--- config.mk ---
export PLATFORM = sky130hd
export DESIGN_NAME = pong_frame_ctrl
export DESIGN_NICKNAME = d
export VERILOG_FILES = /design/src/rtl/pong_frame_ctrl.sv
export SDC_FILE = /design/constraint.sdc
export NUM_CORES = 1
export LEC_CHECK = 0
export CAP_MARGIN = 20
export CORE_ASPECT_RATIO = 1.5
export CORE_MARGIN = 5
export CORE_UTILIZATION = 55
export DETAILED_ROUTE_END_ITERATION = 8
export PLACE_DENSITY = 0.79
export RECOVER_POWER = 50
export SETUP_SLACK_MARGIN = 0.3
export SLEW_MARGIN = 20
export SYNTH_ARGS = -nofsm -noshare
export SYNTH_HDL_FRONTEND = slang
export SYNTH_SLANG_ARGS = --single-unit
export TNS_END_PERCENT = 50
--- constraint.sdc ---
create_clock -name vga_clk -period 8.2 [get_ports vga_clk]
set_clock_uncertainty 0.15 [all_clocks]
set_input_delay 1.23 -clock vga_clk [delete_from_list [all_inputs] [get_ports vga_clk]]
set_output_delay 1.23 -clock vga_clk [all_outputs]
set_load 0.02 [all_outputs]
--- src/rtl/pong_frame_ctrl.sv ---
// pong_frame_ctrl: frame-stepped Pong game state (paddles, ball, scores) and registered pixel renderer; define PONG_AI_EN for a computer-driven right paddle
module pong_frame_ctrl #(
  parameter int PADDLE_H    = 60,
  parameter int PADDLE_W    = 8,
  parameter int BALL_SZ     = 8,
  parameter int PADDLE_STEP = 4,
  parameter int BALL_STEP   = 2
) (
  input  logic       vga_clk,
  input  logic       rst_n,
  input  logic [9:0] hsp,
  input  logic [9:0] vsp,
  input  logic       disparea,
  input  logic [4:0] btn,
  output logic [3:0] vga_r,
  output logic [3:0] vga_g,
  output logic [3:0] vga_b,
  output logic [3:0] score1,
  output logic [3:0] score2,
  output logic       game_over
);
  typedef enum logic [2:0] {WAIT, PADDLE, BALL, HIT, SCORE, OVER} state_t;
  localparam logic signed [10:0] PY_MAX = 11'(480 - PADDLE_H);
  localparam logic signed [10:0] PY_RST = 11'((480 - PADDLE_H) / 2);
  localparam logic signed [10:0] BY_MAX = 11'(480 - BALL_SZ);
  localparam logic signed [10:0] BX_MAX = 11'(640 - BALL_SZ);
  localparam logic signed [10:0] L_EDGE = 11'(16 + PADDLE_W);
  localparam logic signed [10:0] R_EDGE = 11'(616 - BALL_SZ);
  localparam logic signed [10:0] CX     = 11'sd316;
  localparam logic signed [10:0] CY     = 11'sd236;
  localparam logic signed [10:0] PS     = 11'(PADDLE_STEP);
  localparam logic signed [10:0] BS     = 11'(BALL_STEP);
  localparam logic signed [10:0] PH     = 11'(PADDLE_H);
  localparam logic signed [10:0] PW     = 11'(PADDLE_W);
  localparam logic signed [10:0] BZ     = 11'(BALL_SZ);

  state_t state_q, state_d;
  logic signed [10:0] p1_y_q, p1_y_d, p2_y_q, p2_y_d, ball_x_q, ball_x_d, ball_y_q, ball_y_d;
  logic dx_q, dx_d, dy_q, dy_d;
  logic [3:0] score1_q, score1_d, score2_q, score2_d, col_q, col_d;
  logic [4:0] btn_m_q, btn_s_q;
  logic serve_q, serve_rise, frame_tick, p2_up, p2_dn;
  logic signed [10:0] hx, vy;
  logic in_ball, in_p1, in_p2, ctr;

  // one paddle step with clamping to the playfield; opposing buttons cancel
  function automatic logic signed [10:0] pmove(input logic signed [10:0] y, input logic up, input logic dn);
    logic signed [10:0] n;
    n = (up && !dn) ? y - PS : (dn && !up) ? y + PS : y;
    return n < 0 ? 11'sd0 : n > PY_MAX ? PY_MAX : n;
  endfunction

  // true when the ball's rows overlap a paddle's rows
  function automatic logic rows_hit(input logic signed [10:0] by, input logic signed [10:0] py);
    return by < py + PH && by + BZ > py;
  endfunction

  assign frame_tick = vsp == 10'd480 && hsp == 10'd0;
  assign serve_rise = btn_s_q[4] && !serve_q;

`ifdef PONG_AI_EN
  logic signed [10:0] p2_c, tgt;
  assign p2_c  = p2_y_q + 11'(PADDLE_H / 2);
  assign tgt   = ball_y_q + 11'(BALL_SZ / 2);
  assign p2_up = tgt < p2_c - PS;
  assign p2_dn = tgt > p2_c + PS;
`else
  assign p2_up = btn_s_q[2];
  assign p2_dn = btn_s_q[3];
`endif

  // two-flop synchroniser on the raw buttons plus serve edge history
  always_ff @(posedge vga_clk or negedge rst_n)
    if (!rst_n) begin
      btn_m_q <= '0;
      btn_s_q <= '0;
      serve_q <= 1'b0;
    end else begin
      btn_m_q <= btn;
      btn_s_q <= btn_m_q;
      serve_q <= btn_s_q[4];
    end

  // per-frame game sequence: paddles, ball motion, collisions, scoring
  always_comb begin
    state_d  = state_q;
    p1_y_d   = p1_y_q;
    p2_y_d   = p2_y_q;
    ball_x_d = ball_x_q;
    ball_y_d = ball_y_q;
    dx_d     = dx_q;
    dy_d     = dy_q;
    score1_d = score1_q;
    score2_d = score2_q;
    case (state_q)
      WAIT: state_d = frame_tick ? PADDLE : WAIT;
      PADDLE: begin
        p1_y_d  = pmove(p1_y_q, btn_s_q[0], btn_s_q[1]);
        p2_y_d  = pmove(p2_y_q, p2_up, p2_dn);
        state_d = BALL;
      end
      BALL: begin
        ball_x_d = ball_x_q + (dx_q ? BS : -BS);
        ball_y_d = ball_y_q + (dy_q ? BS : -BS);
        state_d  = HIT;
      end
      HIT: begin
        if (ball_y_q <= 0) begin
          dy_d     = 1'b1;
          ball_y_d = 11'sd0;
        end else if (ball_y_q >= BY_MAX) begin
          dy_d     = 1'b0;
          ball_y_d = BY_MAX;
        end
        if (!dx_q && ball_x_q <= L_EDGE && rows_hit(ball_y_q, p1_y_q)) begin
          dx_d     = 1'b1;
          ball_x_d = L_EDGE;
        end else if (dx_q && ball_x_q >= R_EDGE && rows_hit(ball_y_q, p2_y_q)) begin
          dx_d     = 1'b0;
          ball_x_d = R_EDGE;
        end
        state_d = SCORE;
      end
      SCORE: begin
        if (ball_x_q <= 0) begin
          score2_d = score2_q + 4'd1;
          ball_x_d = CX;
          ball_y_d = CY;
          dx_d     = 1'b0;
        end else if (ball_x_q >= BX_MAX) begin
          score1_d = score1_q + 4'd1;
          ball_x_d = CX;
          ball_y_d = CY;
          dx_d     = 1'b1;
        end
        state_d = (score1_d == 4'd9 || score2_d == 4'd9) ? OVER : WAIT;
      end
      OVER: begin
        if (serve_rise) begin
          score1_d = 4'd0;
          score2_d = 4'd0;
          state_d  = WAIT;
        end else if (frame_tick) begin
          p1_y_d = pmove(p1_y_q, btn_s_q[0], btn_s_q[1]);
          p2_y_d = pmove(p2_y_q, p2_up, p2_dn);
        end
      end
      default: state_d = WAIT;
    endcase
  end

  // game state registers; reset drops any half-finished frame update
  always_ff @(posedge vga_clk or negedge rst_n)
    if (!rst_n) begin
      state_q  <= WAIT;
      p1_y_q   <= PY_RST;
      p2_y_q   <= PY_RST;
      ball_x_q <= CX;
      ball_y_q <= CY;
      dx_q     <= 1'b1;
      dy_q     <= 1'b1;
      score1_q <= 4'd0;
      score2_q <= 4'd0;
    end else begin
      state_q  <= state_d;
      p1_y_q   <= p1_y_d;
      p2_y_q   <= p2_y_d;
      ball_x_q <= ball_x_d;
      ball_y_q <= ball_y_d;
      dx_q     <= dx_d;
      dy_q     <= dy_d;
      score1_q <= score1_d;
      score2_q <= score2_d;
    end

  assign hx      = signed'({1'b0, hsp});
  assign vy      = signed'({1'b0, vsp});
  assign in_ball = hx >= ball_x_q && hx < ball_x_q + BZ && vy >= ball_y_q && vy < ball_y_q + BZ;
  assign in_p1   = hx >= 11'sd16 && hx < 11'sd16 + PW && vy >= p1_y_q && vy < p1_y_q + PH;
  assign in_p2   = hx >= 11'sd616 && hx < 11'sd616 + PW && vy >= p2_y_q && vy < p2_y_q + PH;
  assign ctr     = hsp >= 10'd318 && hsp <= 10'd321 && !vsp[3];

  // grey level for the current pixel: objects over the dashed centre line
  always_comb begin
    col_d = !disparea ? 4'h0 : (in_ball || in_p1 || in_p2) ? 4'hF : ctr ? 4'h8 : 4'h0;
  end

  // registered pixel colour, one cycle behind hsp/vsp
  always_ff @(posedge vga_clk or negedge rst_n)
    if (!rst_n) col_q <= 4'h0;
    else col_q <= col_d;

  assign vga_r     = col_q;
  assign vga_g     = col_q;
  assign vga_b     = col_q;
  assign score1    = score1_q;
  assign score2    = score2_q;
  assign game_over = score1_q == 4'd9 || score2_q == 4'd9;
endmodule

### Word level (Yosys, flattened, before mapping)

Index checks and enable logic that the tools add are counted.
W data, S select, Z words.

| operators by class | value |
|---|---|
| $add $sub $neg | 12 |
| $mul | 0 |
| div/mod/pow operators | 0 |
| $lt $le $gt $ge | 28 |
| equal/unequal tests | 16 |
| shifts and indexed selects | 0 |
| mux-type cells | 48 |
| bitwise operators | 0 |
| reduce and logical (&&, ||, !) cells | 47 |

Operator list:

| kind | count |
|---|---|
| $mux W11 | 22 |
| $lt A11 B11 Y1 | 6 |
| $pmux W11 S3 | 2 |
| $ge A11 B11 Y1 | 4 |
| $pmux W11 S2 | 2 |
| $mux W4 | 9 |
| $logic_and A1 B1 Y1 | 23 |
| $add A11 B11 Y11 | 2 |
| $add A11 B4 Y11 const B | 2 |
| $add A11 B5 Y11 const B | 2 |
| $add A11 B7 Y11 const B | 2 |
| $ge A11 B11 Y1 const B | 2 |
| $gt A11 B10 Y1 const B | 2 |
| $gt A11 B11 Y1 | 2 |
| $le A11 B1 Y1 const B | 2 |
| $lt A11 B1 Y1 const B | 2 |
| $sub A11 B4 Y11 const B | 2 |
| $pmux W3 S6 | 1 |
| $eq A4 B4 Y1 const B | 4 |
| $pmux W4 S2 | 2 |
| $reduce_and A3 Y1 | 4 |
| $ge A11 B10 Y1 const B | 1 |
| $le A11 B6 Y1 const B | 1 |
| $eq A10 B9 Y1 const B | 1 |
| 22 further kinds | 49 |

| word-level totals | value |
|---|---|
| register bits after elaboration | 72 |
| latch bits | 0 |
| RAM bits | 0 |
| bits in read-only memories | 0 |
| bits of input ports | 28 |
| output and inout port bits | 21 |
| word-level logic and storage cells | 164 |
| memories | 0 |

### Depth between registers and ports, before layout

Gate-level depths: netlist of run 1.

| depth | value |
|---|---|
| word-level depth | 10 |
| depth in mapped cells | 14 |
| gate-level depth less buffers | 13 |

### Worst setup path before layout of run 1

No wires, ideal clock.

| timing path | value |
|---|---|
| path kind | reg2reg |
| start | reg p2_y_q[2] |
| end | reg ball_x_q[10] |
| setup time | 0.137 ns |
| data arrival time | 3.123 ns |
| data required time | 7.913 ns |
| setup slack | 4.791 ns |
| cell stages (with the launch flop) | 15 |
| buffers on the path | 3 |
| clock period less this slack | 3.409 ns |
| path through | dfrtp_1 clkbuf_1 inv_1 ha_1 or3b_1 buf_2 or2b_1 ha_1 o21ai_0 a2111oi_0 o311ai_0 a211oi_1 o21a_1 buf_4 o32ai_1 |

| on the way | value |
|---|---|
| cells in the longest elaborated chain, start to end | 6 |
| elaborated cells on any way between the ends | 7 |
| classes of those cells | add/sub: 1; order compare: 2; eq/ne: 1; reduce/logical: 3 |

RTL lines:

| item | RTL line | source |
|---|---|---|
| from (decl) | 38 | `logic signed [10:0] p1_y_q, p1_y_d, p2_y_q, p2_y_d, ball_x_q, ball_x_d, ball_y_q, ball_y_d;` |
| from (signal assigned) | 167 | `p2_y_q <= p2_y_d;` |
| $add A11 B7 Y11 | 55 | `return by < py + PH && by + BZ > py;` |
| $lt A11 B11 Y1 | 55 |  |
| $logic_and A1 B1 Y1 (*) | 55 |  |
| $logic_and A1 B1 Y1 (*) | 118 | `end else if (dx_q && ball_x_q >= R_EDGE && rows_hit(ball_y_q, p2_y_q)) begin` |
| $ne A3 B3 Y1 (no source line) (*) | -- |  |
| $reduce_and A3 Y1 (no source line) (*) | -- |  |
| to (signal assigned) | 168 | `ball_x_q <= ball_x_d;` |
| to (decl) | 38 |  |

Every way passes the cells marked *; elsewhere a longest branch is shown, timed or not.
A chain may end at the register's enable or synchronous reset.

==> results, run 1 <==
- The flow ran to the end, but the final reports show violations.
- The final reports fail on max-capacitance violations, max-slew violations.
- The insertion delay to the later sink of the worst-skew pair is 340 ps.
- The via count of the routed design is 6377.
- The total of hold buffers inserted after clock tree synthesis is 0.
- The post-route setup TNS is 0 ps.
- The number of global-route vias before repair is 6489.
- The overall routed net length is 18880 um.
- For hold timing, the worst endpoint is btn_s_q[0].
- The instance count along the most critical hold path is 0.
- The number of H-tree branching levels is 3.
- Broken down by cell family, the worst path's largest delay share belongs to buffers and inverters.
- After the first detailed-routing iteration, the DRC count stood at 402.
- For this run, the slowest stage of the critical path takes 2420 ps.
- Counting both buffers and inverters, the worst setup path holds a total of 2.
- The count of nets left with antenna violations once routing finished came out at 0.
- The number of different library cells in the post-synthesis netlist is 72.
- Compared with the post-synthesis result, the final layout area differs by 11.38%.
- In this run, synthesis inferred 0 flip-flops with an integrated enable.
- The average instance area after synthesis is 8.363 sq um.
- The critical path in this run is classified as in -> async.
- The number of synthesized register bits is 64.
- For this configuration, the core starts out at a cell density of 55.57%.
- The number of hold violations in the final report was 0.
- Of the cells placed in the final design, the portion with a size suffix greater than 1 is 6.316%.
- STA classifies the critical path startpoint as an input port.
- For this run, design rule violations remaining after detail routing come to 0.
- The predominant post-synthesis flop cell is sky130_fd_sc_hd__dfrtp_1.
- The count of pins over their slew limit is 65.
- Setup violations remaining at the end of the flow were counted as 0.
- The first global-routing pass estimated 31340 um of wire.
- The endpoint of the worst register-to-register path is ball_x_q[6].
- The final net count is 993.
- Counting every net in the synthesized netlist gives 966.
- Entering global routing, the biggest net connects 65 pins.
- The number of I/O pins is 49.
- For the pin with the worst max-slew slack, the measured transition is 3441 ps.
- Among all stages on the critical path, the largest delay is contributed by sky130_fd_sc_hd__clkbuf_1.
- The worst setup slack after placement is 3857 ps.
- The CTS buffer count is 9.
- The routability-driven placement congestion ratio is 1.026.
- The post-synthesis instance total is 823.
- The ratio of total power to cell area is 405.5 nW/um^2.
- The number of antenna diodes in the final layout is 0.
- The worst register-to-register path begins at ball_y_q[3].
- The detailed-placement wirelength estimate is 14820 um.
- After clock tree synthesis, the setup repair step added 0 buffers.
- The worst hold path class is reg -> reg.
- The total overflow left after global routing is 0.
- The total power of the final layout is 3.108 mW.
- For the worst setup path, the data required time is 7710 ps.
- The number of buffers on the longest clock path is 2.
- Setup repair after global routing left no endpoint under its margin.
- Hold timing on the final database bottoms out at a slack of 198.7 ps.
- The share of the yosys chip area belonging to registers is 23.63%.
- The number of standard-cell rows in the floorplan is 50.
- The worst supply voltage drop on vdd is 0.2169 mV.
- Of all flip-flops after synthesis, the portion carrying an async set or reset was 100.0%.
- Using the TritonRoute via totals, the vias-per-cell ratio works out to 6.308.
- Summing every instance area after synthesis gives 6883 sq um.
- Derived from the worst setup path, the maximum achievable clock frequency is 235.7 MHz.
- During placement, the flow inserted port buffers numbering 48.
- During synthesis, Yosys emitted a total of 0 warnings.
- The initial antenna violation count is 0.
- The die height is 147.0 um.
- The average wire per standard cell is 18.68 um.
- The depth of the most critical reg-to-reg path is 13.
- Counting the fill cells in the layout gives 1087.
- The full die area is 14900 sq um.
- The post-CTS clock slew at the launch and capture registers of the worst setup and hold paths is 60 ps.
- The final critical-path setup slack is 3957 ps.
- The global-route usage over all layers is 26.18%.
- Of the available clock period, the critical path in the final layout requires 51.75%.
- Of all nets on the critical path, the largest fanout is 64.
- The register-to-register setup slack is 3980 ps.
- The number of gates resized after cts is 0.
- The detailed-router iteration count before antenna repair is 5.
- The clock tree root driver cell is sky130_fd_sc_hd__clkbuf_16.
- TritonCTS built the clock tree.
- The time the final worst path needs with I/O delays and setup is 4243 ps.
- The start point of the worst hold path is btn_m_q[0].
- The element type at the critical path end is an asynchronous set/reset pin.
- The number of sinks handled by clock tree synthesis is 64.
- The x dimension of the die is 101.3 um.
- The number of max-cap violations is 1.
- The final cell utilization of the core is 61.89%.
- Headroom to the max-slew limit came out at -129.4%.
- In this run the static leakage power is 3.393 nW.
- STA puts the critical path data arrival time at 3750 ps.
- Traced cell by cell, the critical path runs through buf_2 > clkbuf_1.
- In this run the standard cell core region covers 12390 sq um.
stage by stage:
| step | std cells | area [sq um] |
|---|---|---|
| 2_1_floorplan | 823 | 6883 |
| 5_1_grt | 1011 | 7666 |
| 3_3_place_gp | 995 | 7388 |
| 3_5_place_dp | 995 | 7388 |
| 6_report | 1011 | 7666 |
| 4_1_cts | 1011 | 7670 |
layout make-up:
cell class	count	area, sq um	share of cell area [%]
clock buffer	10	239.0	3.117
clock inverter	6	42.54	0.5549
inverter	56	210.2	2.742
multi-input combinational	669	4866	63.47
sequential	64	1627	21.22
tap	156	195.2	2.546
timing repair buffer	50	486.7	6.349
logic make-up after synthesis:
family                     share of synthesized area, %
DFF                                               23.63
and+or+nand+nor                                   17.69
xor gates and xnor gates                          7.380
AOI/OAI and AO/OA                                 23.47
muxes                                            0.5999
buffers and inverters                             5.672
adders and majority gates                         21.56
sequential cells by signal, indices dropped and copies added, names as in the netlist, 4 cells and up:
register	count
ball_x_q	10
ball_y_q	10
p1_y_q	9
p2_y_q	9
btn_m_q	5
btn_s_q	5
score1	4
score2	4
layout by cell type (no fill, tap or decap), types with 4 or more instances in the layout:
master                            Yosys  routed
sky130_fd_sc_hd__o211ai_1            10      10
sky130_fd_sc_hd__nand4_1              9       9
sky130_fd_sc_hd__inv_1               56      56
sky130_fd_sc_hd__dlygate4sd3_1        0       5
sky130_fd_sc_hd__a211oi_1            12      12
sky130_fd_sc_hd__a21oi_1             66      66
sky130_fd_sc_hd__a31oi_1             10      10
sky130_fd_sc_hd__dfstp_2             20      19
sky130_fd_sc_hd__and3_1               5       5
sky130_fd_sc_hd__dfrtp_1             44      44
sky130_fd_sc_hd__xnor2_1             47      47
sky130_fd_sc_hd__clkdlybuf4s50_1      0      42
sky130_fd_sc_hd__clkbuf_16            0       9
sky130_fd_sc_hd__nor2_1              62      62
sky130_fd_sc_hd__or2_2                5       5
sky130_fd_sc_hd__o21a_1              11      11
sky130_fd_sc_hd__o22ai_1             13      13
sky130_fd_sc_hd__a21o_1              17      17
sky130_fd_sc_hd__nand2b_1            14      14
sky130_fd_sc_hd__nand2_1             64      64
sky130_fd_sc_hd__o21bai_1             5       5
sky130_fd_sc_hd__ha_1               113     113
sky130_fd_sc_hd__or3_1                6       6
sky130_fd_sc_hd__nand3_1             20      20
sky130_fd_sc_hd__o221ai_1             4       4
sky130_fd_sc_hd__xor2_1              11      11
sky130_fd_sc_hd__o21ai_0             43      43
sky130_fd_sc_hd__nand3b_1             4       4
sky130_fd_sc_hd__a2111oi_0            5       5
sky130_fd_sc_hd__o22a_1               6       6
sky130_fd_sc_hd__nor4_1               9       9
sky130_fd_sc_hd__or4_1                5       5
sky130_fd_sc_hd__and2_1               4       4
sky130_fd_sc_hd__o31ai_1              5       5
sky130_fd_sc_hd__nor2b_1              7       7
sky130_fd_sc_hd__nor3_1              17      17
layer usage:
layer	part of all wire, %	track usage [%]
met1	39	29.25
met2	51	45.41
met3	4.3	4.181
met4	5.8	16.03
met5	0	0
power breakdown:
part           switching, mW  internal (mW)  total, mW  leakage (nW)
combinational           1.17          0.899       2.07          2.51
sequential             0.226          0.451      0.676         0.752
clock                  0.152          0.214      0.366         0.135
total                   1.55           1.56       3.11          3.39
how the worst max path moves through the flow:
stage	start	end	slack [ps]	cells after the start
global placement	vsp[3]	vga_b[3]	3890	10
finish	rst_n	ball_x_q[1]	3960	2
CTS	p2_y_q[2]	ball_x_q[10]	4160	11
detailed placement	vsp[3]	vga_b[3]	3860	10
global route	rst_n	ball_x_q[6]	3240	2
floorplan	p2_y_q[2]	ball_x_q[10]	4790	14
cell usage after synthesis, drive strengths merged (4+ instances only):
master	number	area (sq um)
nand3b	4	30.03
o211ai	10	75.07
o22ai	13	81.33
inv	56	210.2
and2	4	25.02
o221ai	4	35.03
dfrtp	44	1101
or4	6	48.80
a21oi	66	330.3
xor2	11	96.34
clkbuf	19	71.32
nor3	17	85.08
and3	5	31.28
a2111oi	5	43.79
o21a	11	82.58
nand2b	14	87.58
nor4	9	56.30
o21bai	5	37.54
nand3	20	100.1
buf	15	108.9
ha	113	1414
a21o	17	127.6
nand4	9	56.30
nand2	65	246.5
nor2b	7	43.79
o31ai	5	37.54
a211oi	12	90.09
or3	6	37.54
xnor2	47	411.6
a31oi	11	83.83
or2	5	31.28
nor2	62	232.7
dfstp	20	525.5
o22a	6	52.55
o21ai	46	230.2
(Power assumes the default switching activity.)
==> run 2: changes to the inputs <==
--- a/config.mk
+++ b/config.mk
@@ -10,7 +10,7 @@
 export CORE_MARGIN = 5
 export CORE_UTILIZATION = 55
 export DETAILED_ROUTE_END_ITERATION = 8
-export PLACE_DENSITY = 0.79
+export PLACE_DENSITY = 0.82
 export RECOVER_POWER = 50
 export SETUP_SLACK_MARGIN = 0.3
 export SLEW_MARGIN = 20
==> constraint.sdc (replaced) <==
create_clock -name vga_clk -period 3.7 [get_ports vga_clk]
set_clock_uncertainty 0.15 [all_clocks]
set_input_delay 0.555 -clock vga_clk [delete_from_list [all_inputs] [get_ports vga_clk]]
set_output_delay 0.555 -clock vga_clk [all_outputs]
set_load 0.02 [all_outputs]
==> run 2 against run 1 <==
The run still ends with max-capacitance violations, max-slew violations left. Worst setup slack worse by 3600 ps. Routed wire length up 5.2%. Critical path depth up 11. Sequential share of layout area down 1.4 points. Via count up 4.9%. Cell count up 4.5%. Worst hold slack worse by 2.7 ps. First-iteration DRC count up 11%. Count of clock-buffer cells in the layout up 2. Critical endpoint is now ball_x_q[4]. Largest power group unchanged. Highest routed layer unchanged.
==> results, run 2 (synthesis results as in run 1) <==
- Of all nets on the critical path, the largest fanout is 4.
- 0 antenna diodes ended up in the layout.
- The ratio of total power to cell area is 930.5 nW/um^2.
- The critical path is of the reg -> reg type.
- Counting stages on the worst path, the most repeated cell is sky130_fd_sc_hd__buf_4.
- Data on the critical path arrives at its endpoint at 3490 ps.
- The first global-routing pass estimated 31590 um of wire.
- The required time at the worst-slack endpoint is 3830 ps.
- For the pin with the worst max-slew slack, the measured transition is 2090 ps.
- The share of the clock period used by the worst path after layout is 90.73%.
- The global-route track usage on met2 is 47.12%.
- The cell family contributing the most delay on the critical path is adder cells.
- The number of global-route vias before repair is 6595.
- The count of pins over their slew limit was 37.
- The initial antenna violation count is 0.
- In the final layout, the registers with the most flip-flops are ball_x_q (10), ball_y_q (10).
- The routability-driven placement congestion ratio is 0.9596.
- Entering global routing, the biggest net connects 37 pins.
- Global routing consumed, over all layers together, 26.55% of the routing resources.
- The fmax is 297.9 MHz.
- From left edge to right edge, the die measures 101.3 um.
- 49 I/O pins were placed.
- Setup repair after global routing left no endpoint under its margin.
- met2 is the most crowded layer.
- For this run, design rule violations remaining after detail routing come to 0.
- The clock passes through at most 2 buffers.
- The region available for standard cell placement spans 12390 sq um.
- The time the final worst path needs with I/O delays and setup is 3357 ps.
- The instance count along the most critical hold path is 0.
- The number of standard-cell rows in the floorplan is 50.
- The relative area change from synthesis to final layout is 19.29%.
- The flow ran to the end, but the final reports show violations.
- In the layout the commonest cells are sky130_fd_sc_hd__ha_1 (108), sky130_fd_sc_hd__a21oi_1 (65), sky130_fd_sc_hd__nand2_1 (64).
- The checks that failed: max-capacitance violations, max-slew violations.
- The total grt overflow is 0.
- The delay of the slowest cell on the worst path is 430 ps.
- The residual antenna-violating net count after detailed routing is 0.
- The commonest non-fill, non-tap cell in the layout is sky130_fd_sc_hd__ha_1.
- After detailed routing, the average wire length per cell comes to 18.80 um.
- The detailed-router iteration count before antenna repair is 6.
- Detailed placement finished with a half-perimeter wire length of 14980 um.
- STA classifies the critical path endpoint as a flop.
- The die covers 14900 sq um.
- Traced cell by cell, the critical path runs through inv_2 > ha_2 > or3b_4 > buf_4 > xnor2_2 > ha_1 > nor2_1 > a21oi_1 > maj3_1 > a22oi_2 > buf_4 > o21a_1 > o22a_1.
- Adding up every negative setup slack in the final design gives 0 ps.
- For the worst-skew pair, the clock arrives at the later sink with an insertion delay of 340 ps.
- The CTS tree is built.
- The number of hold violations in the final report is 0.
- Using the TritonRoute via totals, the vias-per-cell ratio works out to 6.331.
- The cell sitting at the root of the clock tree is a sky130_fd_sc_hd__clkbuf_16.
- In the final design database the tool counted 1039 nets.
- The detailed router finished its first iteration with 448 violations.
- The CTS buffer count is 9.
- The kind of start point of the critical path is a flop.
- The number of cells on the worst reg-to-reg path is 13.
- The critical path crosses 13 cells after its start point.
- Summing internal, switching and leakage power gives 7.640 mW.
- The worst path buffer plus inverter count is 3.
- The worst pin sits at a relative slew slack of -39.34%.
- Max-cap violations in this run came to 1.
- The count of endpoints failing setup in the final report is 0.
- In this run the tool buffered the top-level ports with 48 buffer cells.
- After clock tree synthesis, the flow added hold-fix buffers numbering 0.
- The ratio of cells with drive above 1 in the final layout is 14.21%.
- The number of sinks handled by clock tree synthesis is 64.
- For met1 alone, demand over resource in global routing was 29.57%.
- The worst hold path class is reg -> reg.
- Global routing consumed, on the met3 layer, 3.753% of the routing resources.
- The leakage power is 3.662 nW.
- The overall routed net length is 19870 um.
- The initial utilization of the core area, before any placement, comes to 55.57%.
- Across all layers, the routed design uses 6692 vias.
- The worst hold margin is 196.0 ps.
- In this run the vertical extent of the chip is 147.0 um.
- The standard cell with the maximum stage delay on the critical path is sky130_fd_sc_hd__dfrtp_2.
- IR analysis of the VDD net gives a maximum drop of 0.4930 mV.
- CTS built an H-tree with a depth of 3.
- After clock tree synthesis, the clock-pin slew on the worst setup and hold paths is 60 ps.
-- run 2: metrics by stage --
stage	cells	instance area (sq um)	setup WS [ps]	util, %
floorplan	823	6888	369.1	-
detailed placement	1027	7646	103.1	61.73
global route	1057	8210	218.0	66.28
global placement	1027	7646	205.3	61.73
CTS	1049	8034	319.3	64.86
finish	1057	8210	343.0	66.28
-- run 2: final cells by class --
class	count	area, sq um
clock buffers	12	256.5
clock inverters	4	53.80
fillers	999	4177
inverters	56	210.2
multi-input cells	670	5024
flip-flops and latches	64	1630
well taps	156	195.2
repair buffers	95	840.8
-- run 2: what timing repair did --
| action | 4_1_cts | 5_1_grt |
|---|---|---|
| resized for setup | 11 | 26 |
| buffers inserted | 6 | 7 |
| setup endpoints to repair | 10 | 11 |
| pin swaps | 5 | 11 |
| cloned | 0 | 1 |
-- run 2: worst paths after layout --
check,slack [ps],end,from
hold reg to reg,200,btn_s_q[2],btn_m_q[2]
max in group asynchronous,990,ball_y_q[4],rst_n
setup / recovery,340,ball_x_q[4],p1_y_q[3]
hold / removal,200,btn_s_q[2],btn_m_q[2]
min in group asynchronous,670,btn_s_q[0],rst_n
setup reg to reg,340,ball_x_q[4],p1_y_q[3]
-- run 2: metal layers --
metal / routed length, um / up-vias
met5: 0 / -
met4: 1170 / 0
met3: 891 / 85
met2: 10200 / 275
met1: 7604 / 3169
li1: - / 3163
-- run 2: power by group --
group          switching (mW)  total, mW  internal [mW]
sequential              0.426       1.43           1.00
clock                   0.348      0.908          0.560
combinational            2.90       5.30           2.40
total                    3.67       7.64           3.97
